$ cat src/rtl/wb_pkg.sv
// Shared definitions for the Wishbone master bridge: response status codes,
// bridge FSM state encoding and the status field width.
package wb_pkg;

    localparam int WB_STATUS_W = 2;

    typedef enum logic [WB_STATUS_W-1:0] {
        WB_STATUS_OK              = 2'd0,
        WB_STATUS_ERR             = 2'd1,
        WB_STATUS_RETRY_EXHAUSTED = 2'd2,
        WB_STATUS_TIMEOUT         = 2'd3
    } wb_status_e;

    typedef enum logic [1:0] {
        WB_MS_IDLE  = 2'd0,
        WB_MS_CYCLE = 2'd1,
        WB_MS_RETRY = 2'd2,
        WB_MS_RESP  = 2'd3
    } wb_master_state_e;

endpackage

$ cat src/rtl/wb_master_watchdog.sv
// Per-attempt watchdog for the Wishbone master bridge. Counts cycles while
// 'run' is high and flags 'expired' during the TIMEOUT_CYCLES-th cycle of a run.
// Dropping 'run' restarts the count. Only compiled when WB_MASTER_TIMEOUT_EN
// is defined, since the bridge instantiates it only in that build.
`ifdef WB_MASTER_TIMEOUT_EN
module wb_master_watchdog #(
    parameter int TIMEOUT_CYCLES = 64
) (
    input  logic clk,
    input  logic rst,
    input  logic run,
    output logic expired
);

    localparam int CNT_W = (TIMEOUT_CYCLES < 2) ? 1 : $clog2(TIMEOUT_CYCLES);
    localparam logic [CNT_W-1:0] LAST = CNT_W'(TIMEOUT_CYCLES - 1);

    logic [CNT_W-1:0] cnt_reg;

    // Count cycles of the current run, saturating at the limit.
    always_ff @(posedge clk) begin
        if (rst || !run) begin
            cnt_reg <= '0;
        end else if (cnt_reg != LAST) begin
            cnt_reg <= cnt_reg + CNT_W'(1);
        end
    end

    assign expired = run && (cnt_reg == LAST);

endmodule
`endif

$ cat src/rtl/wb_master_bridge.sv
// Single-outstanding Wishbone B4 classic master. Accepts one command on a
// valid/ready stream, runs one bus cycle (re-issuing on rty up to MAX_RETRY
// times) and returns one status/data response.
// Optional watchdog: define WB_MASTER_TIMEOUT_EN to abort silent cycles after
// TIMEOUT_CYCLES with status TIMEOUT.
module wb_master_bridge
    import wb_pkg::*;
#(
    parameter int WB_ADDRESS_W   = 8,
    parameter int WB_WORD_W      = 8,
    parameter int WB_SEL_W       = 1,
    parameter int MAX_RETRY      = 3,
    parameter int TIMEOUT_CYCLES = 64,
    localparam int WB_DATA_W     = WB_WORD_W * WB_SEL_W
) (
    input  logic                    clk,
    input  logic                    rst,
    input  logic                    req_valid,
    output logic                    req_ready,
    input  logic [WB_ADDRESS_W-1:0] req_adr,
    input  logic                    req_we,
    input  logic [WB_DATA_W-1:0]    req_dat,
    input  logic [WB_SEL_W-1:0]     req_sel,
    output logic                    rsp_valid,
    input  logic                    rsp_ready,
    output logic [WB_DATA_W-1:0]    rsp_dat,
    output logic [WB_STATUS_W-1:0]  rsp_status,
    output logic [WB_ADDRESS_W-1:0] wb_adr,
    output logic [WB_DATA_W-1:0]    wb_dat_o,
    input  logic [WB_DATA_W-1:0]    wb_dat_i,
    output logic [WB_SEL_W-1:0]     wb_sel,
    output logic                    wb_we,
    output logic                    wb_cyc,
    output logic                    wb_stb,
    input  logic                    wb_ack,
    input  logic                    wb_err,
    input  logic                    wb_rty
);

    localparam logic [1:0] ST_IDLE  = WB_MS_IDLE;
    localparam logic [1:0] ST_CYCLE = WB_MS_CYCLE;
    localparam logic [1:0] ST_RETRY = WB_MS_RETRY;
    localparam logic [1:0] ST_RESP  = WB_MS_RESP;

    localparam int RETRY_W = (MAX_RETRY < 1) ? 1 : $clog2(MAX_RETRY + 1);
    localparam logic [RETRY_W-1:0] RETRY_LIMIT = RETRY_W'(MAX_RETRY);

    logic [1:0]              state_reg, state_next;
    logic [RETRY_W-1:0]      retry_cnt_reg;
    logic                    cmd_we_reg;
    logic                    cyc_reg;
    logic                    we_bus_reg;
    logic [WB_ADDRESS_W-1:0] adr_reg;
    logic [WB_DATA_W-1:0]    dat_o_reg;
    logic [WB_SEL_W-1:0]     sel_reg;
    logic                    rsp_valid_reg;
    logic [WB_DATA_W-1:0]    rsp_dat_reg;
    logic [WB_STATUS_W-1:0]  rsp_status_reg;

    logic                    timeout_expired;
    logic                    done;
    logic                    retry_go;
    wb_status_e              done_status;
    logic [WB_DATA_W-1:0]    done_dat;

`ifdef WB_MASTER_TIMEOUT_EN
    wb_master_watchdog #(
        .TIMEOUT_CYCLES (TIMEOUT_CYCLES)
    ) u_watchdog (
        .clk     (clk),
        .rst     (rst),
        .run     (state_reg == ST_CYCLE),
        .expired (timeout_expired)
    );
`else
    // No watchdog in this build: the comparison is constant false, so CYCLE
    // waits for a slave termination indefinitely.
    assign timeout_expired = (TIMEOUT_CYCLES < 0);
`endif

    // Resolve the bus termination for this edge: err > rty > ack > timeout.
    always_comb begin
        done        = 1'b0;
        retry_go    = 1'b0;
        done_status = WB_STATUS_OK;
        done_dat    = '0;
        if (state_reg == ST_CYCLE) begin
            if (wb_err) begin
                done        = 1'b1;
                done_status = WB_STATUS_ERR;
            end else if (wb_rty) begin
                if (retry_cnt_reg < RETRY_LIMIT) begin
                    retry_go = 1'b1;
                end else begin
                    done        = 1'b1;
                    done_status = WB_STATUS_RETRY_EXHAUSTED;
                end
            end else if (wb_ack) begin
                done     = 1'b1;
                done_dat = cmd_we_reg ? '0 : wb_dat_i;
            end else if (timeout_expired) begin
                done        = 1'b1;
                done_status = WB_STATUS_TIMEOUT;
            end
        end
    end

    // FSM next-state selection.
    always_comb begin
        state_next = state_reg;
        case (state_reg)
            ST_IDLE:  if (req_valid) state_next = ST_CYCLE;
            ST_CYCLE: begin
                if (done) begin
                    state_next = ST_RESP;
                end else if (retry_go) begin
                    state_next = ST_RETRY;
                end
            end
            ST_RETRY: state_next = ST_CYCLE;
            ST_RESP:  if (rsp_ready) state_next = ST_IDLE;
            default:  state_next = ST_IDLE;
        endcase
    end

    // State, latched command, registered bus outputs and response registers.
    always_ff @(posedge clk) begin
        if (rst) begin
            state_reg      <= ST_IDLE;
            retry_cnt_reg  <= '0;
            cmd_we_reg     <= 1'b0;
            cyc_reg        <= 1'b0;
            we_bus_reg     <= 1'b0;
            adr_reg        <= '0;
            dat_o_reg      <= '0;
            sel_reg        <= '0;
            rsp_valid_reg  <= 1'b0;
            rsp_dat_reg    <= '0;
            rsp_status_reg <= '0;
        end else begin
            state_reg <= state_next;
            case (state_reg)
                ST_IDLE: begin
                    if (req_valid) begin
                        adr_reg       <= req_adr;
                        dat_o_reg     <= req_dat;
                        sel_reg       <= req_sel;
                        cmd_we_reg    <= req_we;
                        we_bus_reg    <= req_we;
                        cyc_reg       <= 1'b1;
                        retry_cnt_reg <= '0;
                    end
                end
                ST_CYCLE: begin
                    if (done) begin
                        cyc_reg        <= 1'b0;
                        we_bus_reg     <= 1'b0;
                        rsp_valid_reg  <= 1'b1;
                        rsp_status_reg <= done_status;
                        rsp_dat_reg    <= done_dat;
                    end else if (retry_go) begin
                        cyc_reg       <= 1'b0;
                        we_bus_reg    <= 1'b0;
                        retry_cnt_reg <= retry_cnt_reg + RETRY_W'(1);
                    end
                end
                ST_RETRY: begin
                    // One idle cycle done; re-issue the same command.
                    cyc_reg    <= 1'b1;
                    we_bus_reg <= cmd_we_reg;
                end
                ST_RESP: begin
                    if (rsp_ready) begin
                        rsp_valid_reg <= 1'b0;
                    end
                end
                default: ;
            endcase
        end
    end

    assign req_ready  = (state_reg == ST_IDLE);
    assign rsp_valid  = rsp_valid_reg;
    assign rsp_dat    = rsp_dat_reg;
    assign rsp_status = rsp_status_reg;
    assign wb_adr     = adr_reg;
    assign wb_dat_o   = dat_o_reg;
    assign wb_sel     = sel_reg;
    assign wb_we      = we_bus_reg;
    assign wb_cyc     = cyc_reg;
    assign wb_stb     = cyc_reg;

endmodule

$ cat config.mk
export PLATFORM = sky130hd
export DESIGN_NAME = wb_master_bridge
export DESIGN_NICKNAME = d
export VERILOG_FILES = /design/src/rtl/wb_pkg.sv /design/src/rtl/wb_master_watchdog.sv /design/src/rtl/wb_master_bridge.sv
export SDC_FILE = /design/constraint.sdc
export NUM_CORES = 1
export LEC_CHECK = 0
export BUFFER_PORTS_ARGS = -buffer_cell sky130_fd_sc_hd__buf_2
export CORE_MARGIN = 10
export CORE_UTILIZATION = 25
export DETAILED_ROUTE_END_ITERATION = 12
export PLACE_DENSITY_LB_ADDON = 0.08
export SLEW_MARGIN = 0
export SYNTH_ARGS = -nofsm -noshare
export SYNTH_HDL_FRONTEND = slang
export SYNTH_HIERARCHICAL = 1
export SYNTH_SLANG_ARGS = --single-unit
$ cat constraint.sdc
create_clock -name clk -period 1.9 [get_ports clk]
set_input_delay 0.095 -clock clk [delete_from_list [all_inputs] [get_ports clk]]
set_output_delay 0.095 -clock clk [all_outputs]
set_load 0.01 [all_outputs]
==> results.yml, run 1 <==
worst_setup_path:
  crit_family: "simple AND/OR/NAND/NOR gates"
  arrival_ns: 1.95
  worstReg2RegStart: "state_reg[0]"
  r2r_setup_slack_ns: 0.17
  worstSetupEndpointType: "flip-flop"
  max_stage_delay_ns: 0.47
  rr_worst_depth: 6
  worstSetupStartpointType: "flip-flop"
  worstPathMaxFanout: 5
  path_class: "flip-flop to flip-flop"
  path_cells: "inv_1 > ha_1 > and2b_1 > o21bai_2 > or4_1 > a21oi_1"
  critical_path_required_ns: 2.12
  cpMaxStageDelayCell: "or4_1"
  reg2reg_to: "retry_cnt_reg[1]"
  crit_buf_inv: 1
run:
  cap_violations: 0
synth:
  yosysTopAreaCell: "dfxtp_1"
  syn_inst: 179
  synth_area_leaders: "dfxtp_1 47%, nand2_1 11%, a21oi_1 7.7%"
  ys_types: 33
  yosys.area.top_type_share_pct: 46.9
  synth_area_um2: 1500
  synthArstFlopShare_pct: 0
  synth_flop_cell: "dfxtp_1"
  yosysSeqAreaShare_pct: 46.9
  synth_nets: 218
  ys_ff_latch: 35
  yosysWarnings: 6
  syn_avg_cell_area_um2: 8.35
  synth_edf_count: 0
global_route:
  grtUsageTotal_pct: 8.81
  grt_overflow: 0
  grt_max_degree: 20
  grt_pass1_wl_mm: 6.98
  grt_pass1_vias: 1378
  antenna_found_initial: 0
sta:
  post-route-period-util_pct: 91.1
  setup_violations: 0
  fin_crit_ns: 1.73
  rsz0062_at_grt: "no"
  fmax_mhz: 578
  clock_skew_ns: 0.00372
  finalHoldViolations: 0
  setup_tns_ns: 0
  slew_headroom_pct: 56.6
  slew_viol_final: 0
  worst_slew_pin_slew_ns: 0.651
final_layout:
  final_common_cell: "buf_2"
  layout.nets: 284
  syn_to_final_growth_pct: 34.1
  utilization_pct: 34.3
  final_cell_mix: "64 x buf_2, 42 x nand2_1, 33 x dfxtp_1, 23 x a21oi_1, 12 x nand2b_1"
  diodes: 0
  drive_gt1_share_pct: 35.1
power:
  total_power_w: 0.00182
  powerDensity_nw_per_um2: 909
  p_leak_nw: 0.898
  peakVddDrop_v: 0.000393
floorplan:
  coreArea_um2: 5850
  io_pins: 65
  dieArea_um2: 9470
  initial_core_util_pct: 25.6
  die_x_um: 97.3
  die_h_um: 97.3
  row_count: 28
place:
  dp_hpwl_mm: 3.21
  port_buffers: 64
  place.gp.congestion: 0.692
worst_hold_path:
  hold-path-endpoint: "rsp_dat[2]"
  hp-class: "input port to flip-flop"
  hold_depth: 3
  min_from: "wb_dat_i[2]"
clock_network:
  root_buffer: "clkbuf_8"
  clock-sinks: 35
  numCtsBuffers: 5
  cts_tree: "yes"
  cts.path.max_buffers: 2
  clk_latency_ns: 0.28
  clk_pin_slew_ns: 0.07
  cts_max_level: 2
detailed_routing:
  drtAntennaViolNets: 0
  drtIter0Drc: 40
  wl_mm: 4.26
  num_vias: 1366
  post_drt_wl_per_cell_um: 13.3
  via_per_inst: 4.27
  drc: 0
  first_pass_iters: 4
run_status:
  outcome: "completed"
-- cells in the mapped netlist (all sizes together) (2+ instances only) --
library cell   n
nand2b        13
o21ai          9
nor3           4
or4            2
buf            6
ha             6
nor2b          3
nor2           3
dfxtp         35
nand2         42
inv            4
nand3          9
clkbuf         5
a21oi         23
-- layer usage --
metal	vias to the layer above	part of all wire, %	GRT usage, %
li1	730	-	-
met1	587	50	11.7
met2	47	40	12.0
met3	2	9.1	4.48
met4	0	0.52	2.68
met5	-	0	0
-- per-stage QoR --
| step | instances | area (µm²) | hold WS [ns] | setup WS, ns |
|---|---|---|---|---|
| finish | 320 | 2010 | 0.0242 | 0.170 |
| global route | 320 | 2010 | 0.0289 | 0.0496 |
| CTS | 320 | 1990 | 0.0146 | 0.110 |
| detailed placement | 313 | 1900 | 0.315 | 0.118 |
| global placement | 313 | 1900 | 0.323 | 0.150 |
| floorplan | 179 | 1500 | 0.225 | 0.140 |
-- power by group --
group          internal [W]  leakage [nW]  switching (W)
registers          0.000799         0.286      0.0000400
clock network      0.000284        0.0470       0.000260
logic              0.000190         0.565       0.000249
total               0.00127         0.898       0.000548
-- cell families after synthesis --
kind of cell,synth area share (%)
buf+inv,4.69
flops,46.9
compound gates,14.9
mux,1.42
simple gates,27.1
fa+ha+maj,5.02
-- tightest hold or removal path, cell delays in order --
cell and delay [ns]:
buf_2 0.07, nand3_1 0.05, o21ai_0 0.06
-- final cells by class --
class	instances	area (µm²)
Fill cell	633	3840
Multi-Input combinational cell	129	741
Clock inverter	1	5.00
Timing Repair Buffer	70	365
Clock buffer	6	82.6
Tap cell	75	93.8
Inverter	4	15.0
Sequential cell	35	703
-- worst max-delay path by stage --
stage	startpoint	end	slack, ns	cells after the start
final	state_reg[0]	retry_cnt_reg[1]	0.17	6
after global routing	state_reg[0]	retry_cnt_reg[0]	0.05	6
after CTS	state_reg[0]	retry_cnt_reg[1]	0.11	6
after detailed placement	state_reg[0]	retry_cnt_reg[1]	0.12	6
after global placement	state_reg[0]	retry_cnt_reg[1]	0.15	6
after floorplan	state_reg[0]	retry_cnt_reg[1]	0.14	6
-- timing repair --
| action | in CTS | in global routing |
|---|---|---|
| hold buffers | 0 | 0 |
| resized for setup | 0 | 5 |
| setup endpoints to repair | 0 | 4 |
| setup buffers | 0 | 0 |
Power figures use the tool's default switching activity.
==> run 2: changes to the inputs <==
--- a/config.mk
+++ b/config.mk
@@ -5,9 +5,10 @@
 export SDC_FILE = /design/constraint.sdc
 export NUM_CORES = 1
 export LEC_CHECK = 0
+export ABC_AREA = 1
 export BUFFER_PORTS_ARGS = -buffer_cell sky130_fd_sc_hd__buf_2
 export CORE_MARGIN = 10
-export CORE_UTILIZATION = 25
+export CORE_UTILIZATION = 47
 export DETAILED_ROUTE_END_ITERATION = 12
 export PLACE_DENSITY_LB_ADDON = 0.08
 export SLEW_MARGIN = 0
==> run 2 against run 1 <==
Effect of this change: fmax rose by 8.9%; register-to-register slack improved by 0.14 ns; wire length fell by 9.4%; die area fell by 36%; sequential share of layout area fell by 0.70 points; power rose by 21%; core utilization rose by 28 points; synthesized area rose by 6.0%.
==> results.yml, run 2 <==
detailed_routing:
  drtAntennaViolNets: 0
  first_pass_iters: 4
  drtIter0Drc: 81
  wl_mm: 3.86
  drc: 0
  post_drt_wl_per_cell_um: 11.9
  via_per_inst: 4.68
  num_vias: 1526
sta:
  setup_tns_ns: 0
  fin_crit_ns: 1.59
  rsz0062_at_grt: "no"
  slew_headroom_pct: 70.8
  slew_viol_final: 0
  setup_violations: 0
  post-route-period-util_pct: 83.6
  finalHoldViolations: 0
  fmax_mhz: 630
  clock_skew_ns: 0.00196
  worst_slew_pin_slew_ns: 0.437
  worst_slack_ns: 0.312
global_route:
  grt_pass1_vias: 1443
  grt_busiest_layer: "met2"
  grt_use_met3_pct: 6.15
  antenna_found_initial: 0
  grt_overflow: 0
  grt_max_degree: 29
  grt_pass1_wl_mm: 6.44
  grt_util_met2_pct: 20.7
  grtUsageTotal_pct: 12.5
  met1_usage_pct: 13.9
synth:
  synth_most_common_cell: "nor2_1"
  synth_xor_area_share_pct: 0
  synthArstFlopShare_pct: 0
  syn_inst: 210
  yosys.area.top_type_share_pct: 44.2
  synth-compound-area-share_pct: 14.4
  synth_edf_count: 0
  ys_types: 24
  yosys.area_share.adder_pct: 4.74
  synth_area_um2: 1590
  synth_flop_cell: "dfxtp_1"
  syn_avg_cell_area_um2: 7.55
  yosysTopAreaCell: "dfxtp_1"
  synth_nets: 249
  synth_area_leaders: "dfxtp_1 44%, nor2_1 15%, nand2_1 6.6%"
  yosysWarnings: 6
  ys_ff_latch: 35
  synthMuxAreaShare_pct: 0
  synthTopCellsByCount: "62 x nor2_1, 35 x dfxtp_1, 28 x nand2_1"
  synth_top_family_by_area: "simple AND/OR/NAND/NOR gates"
  yosysSeqAreaShare_pct: 44.2
  synthSimpleGateAreaFrac_pct: 28.9
worst_setup_path:
  reg2reg_to: "cmd_we_reg"
  crit_start: "state_reg[0]"
  worstSetupStartpointType: "flip-flop"
  critical_path_required_ns: 2.12
  path_class: "flip-flop to flip-flop"
  r2r_setup_slack_ns: 0.31
  arrival_ns: 1.81
  crit_buf_inv: 2
  crit_family: "flip-flops"
  worstSetupEndpointType: "flip-flop"
  path_cells: "inv_1 > ha_1 > nand2_2 > inv_4 > o21ai_0 > a21oi_1"
  max_stage_delay_ns: 0.41
  cp.depth: 6
  worstReg2RegStart: "state_reg[0]"
  cp-endpoint: "cmd_we_reg"
  rr_worst_depth: 6
  worstPathMaxFanout: 19
  cpMaxStageDelayCell: "dfxtp_1"
clock_network:
  clk_latency_ns: 0.33
  clock-sinks: 35
  cts.path.max_buffers: 2
  numCtsBuffers: 5
  clk_pin_slew_ns: 0.10
  cts_tree: "yes"
  root_buffer: "clkbuf_4"
  cts_max_level: 2
  postCtsSetupBuffers: 0
final_layout:
  final_common_cell: "buf_2"
  drive_gt1_share_pct: 31.8
  diodes: 0
  final_cell_mix: "64 x buf_2, 62 x nor2_1, 35 x dfxtp_1, 28 x nand2_1"
  syn_to_final_growth_pct: 28.7
  layout.nets: 319
power:
  clkPwrFrac_pct: 23.1
  seq_power_share_pct: 42.8
  peakVddDrop_v: 0.000587
  p_sw_share_pct: 35.0
  switchingPower_w: 0.000775
  p_leak_nw: 1.02
  p_int_w: 0.00144
  powerDensity_nw_per_um2: 1090
  p_comb_share_pct: 34.1
floorplan:
  dieArea_um2: 6100
  die_h_um: 78.1
  coreArea_um2: 3280
  row_count: 21
  die_x_um: 78.1
  initial_core_util_pct: 48.3
  io_pins: 65
place:
  place.gp.congestion: 0.758
  preCtsSetupSlack_ns: 0.310
  dp_hpwl_mm: 2.84
  port_buffers: 64
run:
  cap_violations: 0
worst_hold_path:
  hp-class: "input port to flip-flop"
run_status:
  outcome: "completed"
run 2: changes by cell type in the layout (fill, tap and decap cells not counted), moves of 7 or more:
cell | before | now
nor2_1 | 3 | 62
a21oi_1 | 23 | 9
nand2_1 | 42 | 28
o21ai_1 | 0 | 13
nand2b_1 | 12 | 0
dlygate4sd3_1 | 0 | 7
run 2: through the flow:
step / instances / power (W) / hold slack, ns / area, µm² / utilization [%]
global placement: 312 / 0.00172 / 0.335 / 1900 / 57.8
finish: 326 / 0.00221 / 0.0149 / 2040 / 62.1
global route: 326 / 0.00239 / 0.0214 / 2040 / 62.1
CTS: 326 / 0.00225 / 0.00150 / 2040 / 62.1
floorplan: 210 / 0.00151 / 0.238 / 1590 / -
detailed placement: 312 / 0.00172 / 0.338 / 1900 / 57.8
run 2: area by class of cell:
type	count	area (µm²)
clock buffers	6	41.3
clock inverters	1	30.0
fillers	324	1240
inverters	15	58.8
multi-input cells	152	761
flip-flops and latches	35	701
well taps	46	57.6
repair buffers	71	390
run 2: repair_timing:
item                                   CTS  global route
endpoints found under the hold margin    7             0
gates resized for setup                  0             0
hold buffers                             7             0
run 2: kinds of logic after synthesis:
family,count (synthesis)
flip-flops,35
AND/OR/NAND/NOR,105
buffers and inverters,23
AO/OA/AOI/OAI,41
adder cells (fa/ha/maj),6
run 2: how the worst min path moves through the flow:
stage / slack (ns) / cells past startpoint / endpoint / startpoint
global placement: 0.33 / 3 / wb_dat_o[7] / req_dat[7]
CTS: 0.001 / 3 / wb_dat_o[5] / req_dat[5]
floorplan: 0.24 / 2 / cmd_we_reg / req_we
detailed placement: 0.34 / 3 / wb_adr[7] / req_adr[7]
global route: 0.02 / 3 / cmd_we_reg / req_we
finish: 0.01 / 3 / wb_adr[3] / req_adr[3]
run 2: metal layers:
metal / up-vias / routed length (µm)
met5: - / 0
met3: 7 / 312
met2: 50 / 1800
met4: 0 / 63
li1: 813 / -
met1: 656 / 1690
run 2: worst min-delay path, delay by kind of cell:
kind / cells / cell delay (ns)
and+or+nand+nor: 1 / 0.08
AOI/OAI and AO/OA: 1 / 0.07
buffers and inverters: 1 / 0.07
run 2: power by group through the flow:
stage          Sequential (W)  Clock, W  Combinational, W
5_1_grt              0.000964  0.000548          0.000879
4_1_cts              0.000950  0.000531          0.000770
3_5_place_dp         0.000967         0          0.000756
2_1_floorplan         0.00102         0          0.000493
3_3_place_gp         0.000962         0          0.000756
6_report             0.000948  0.000510          0.000755
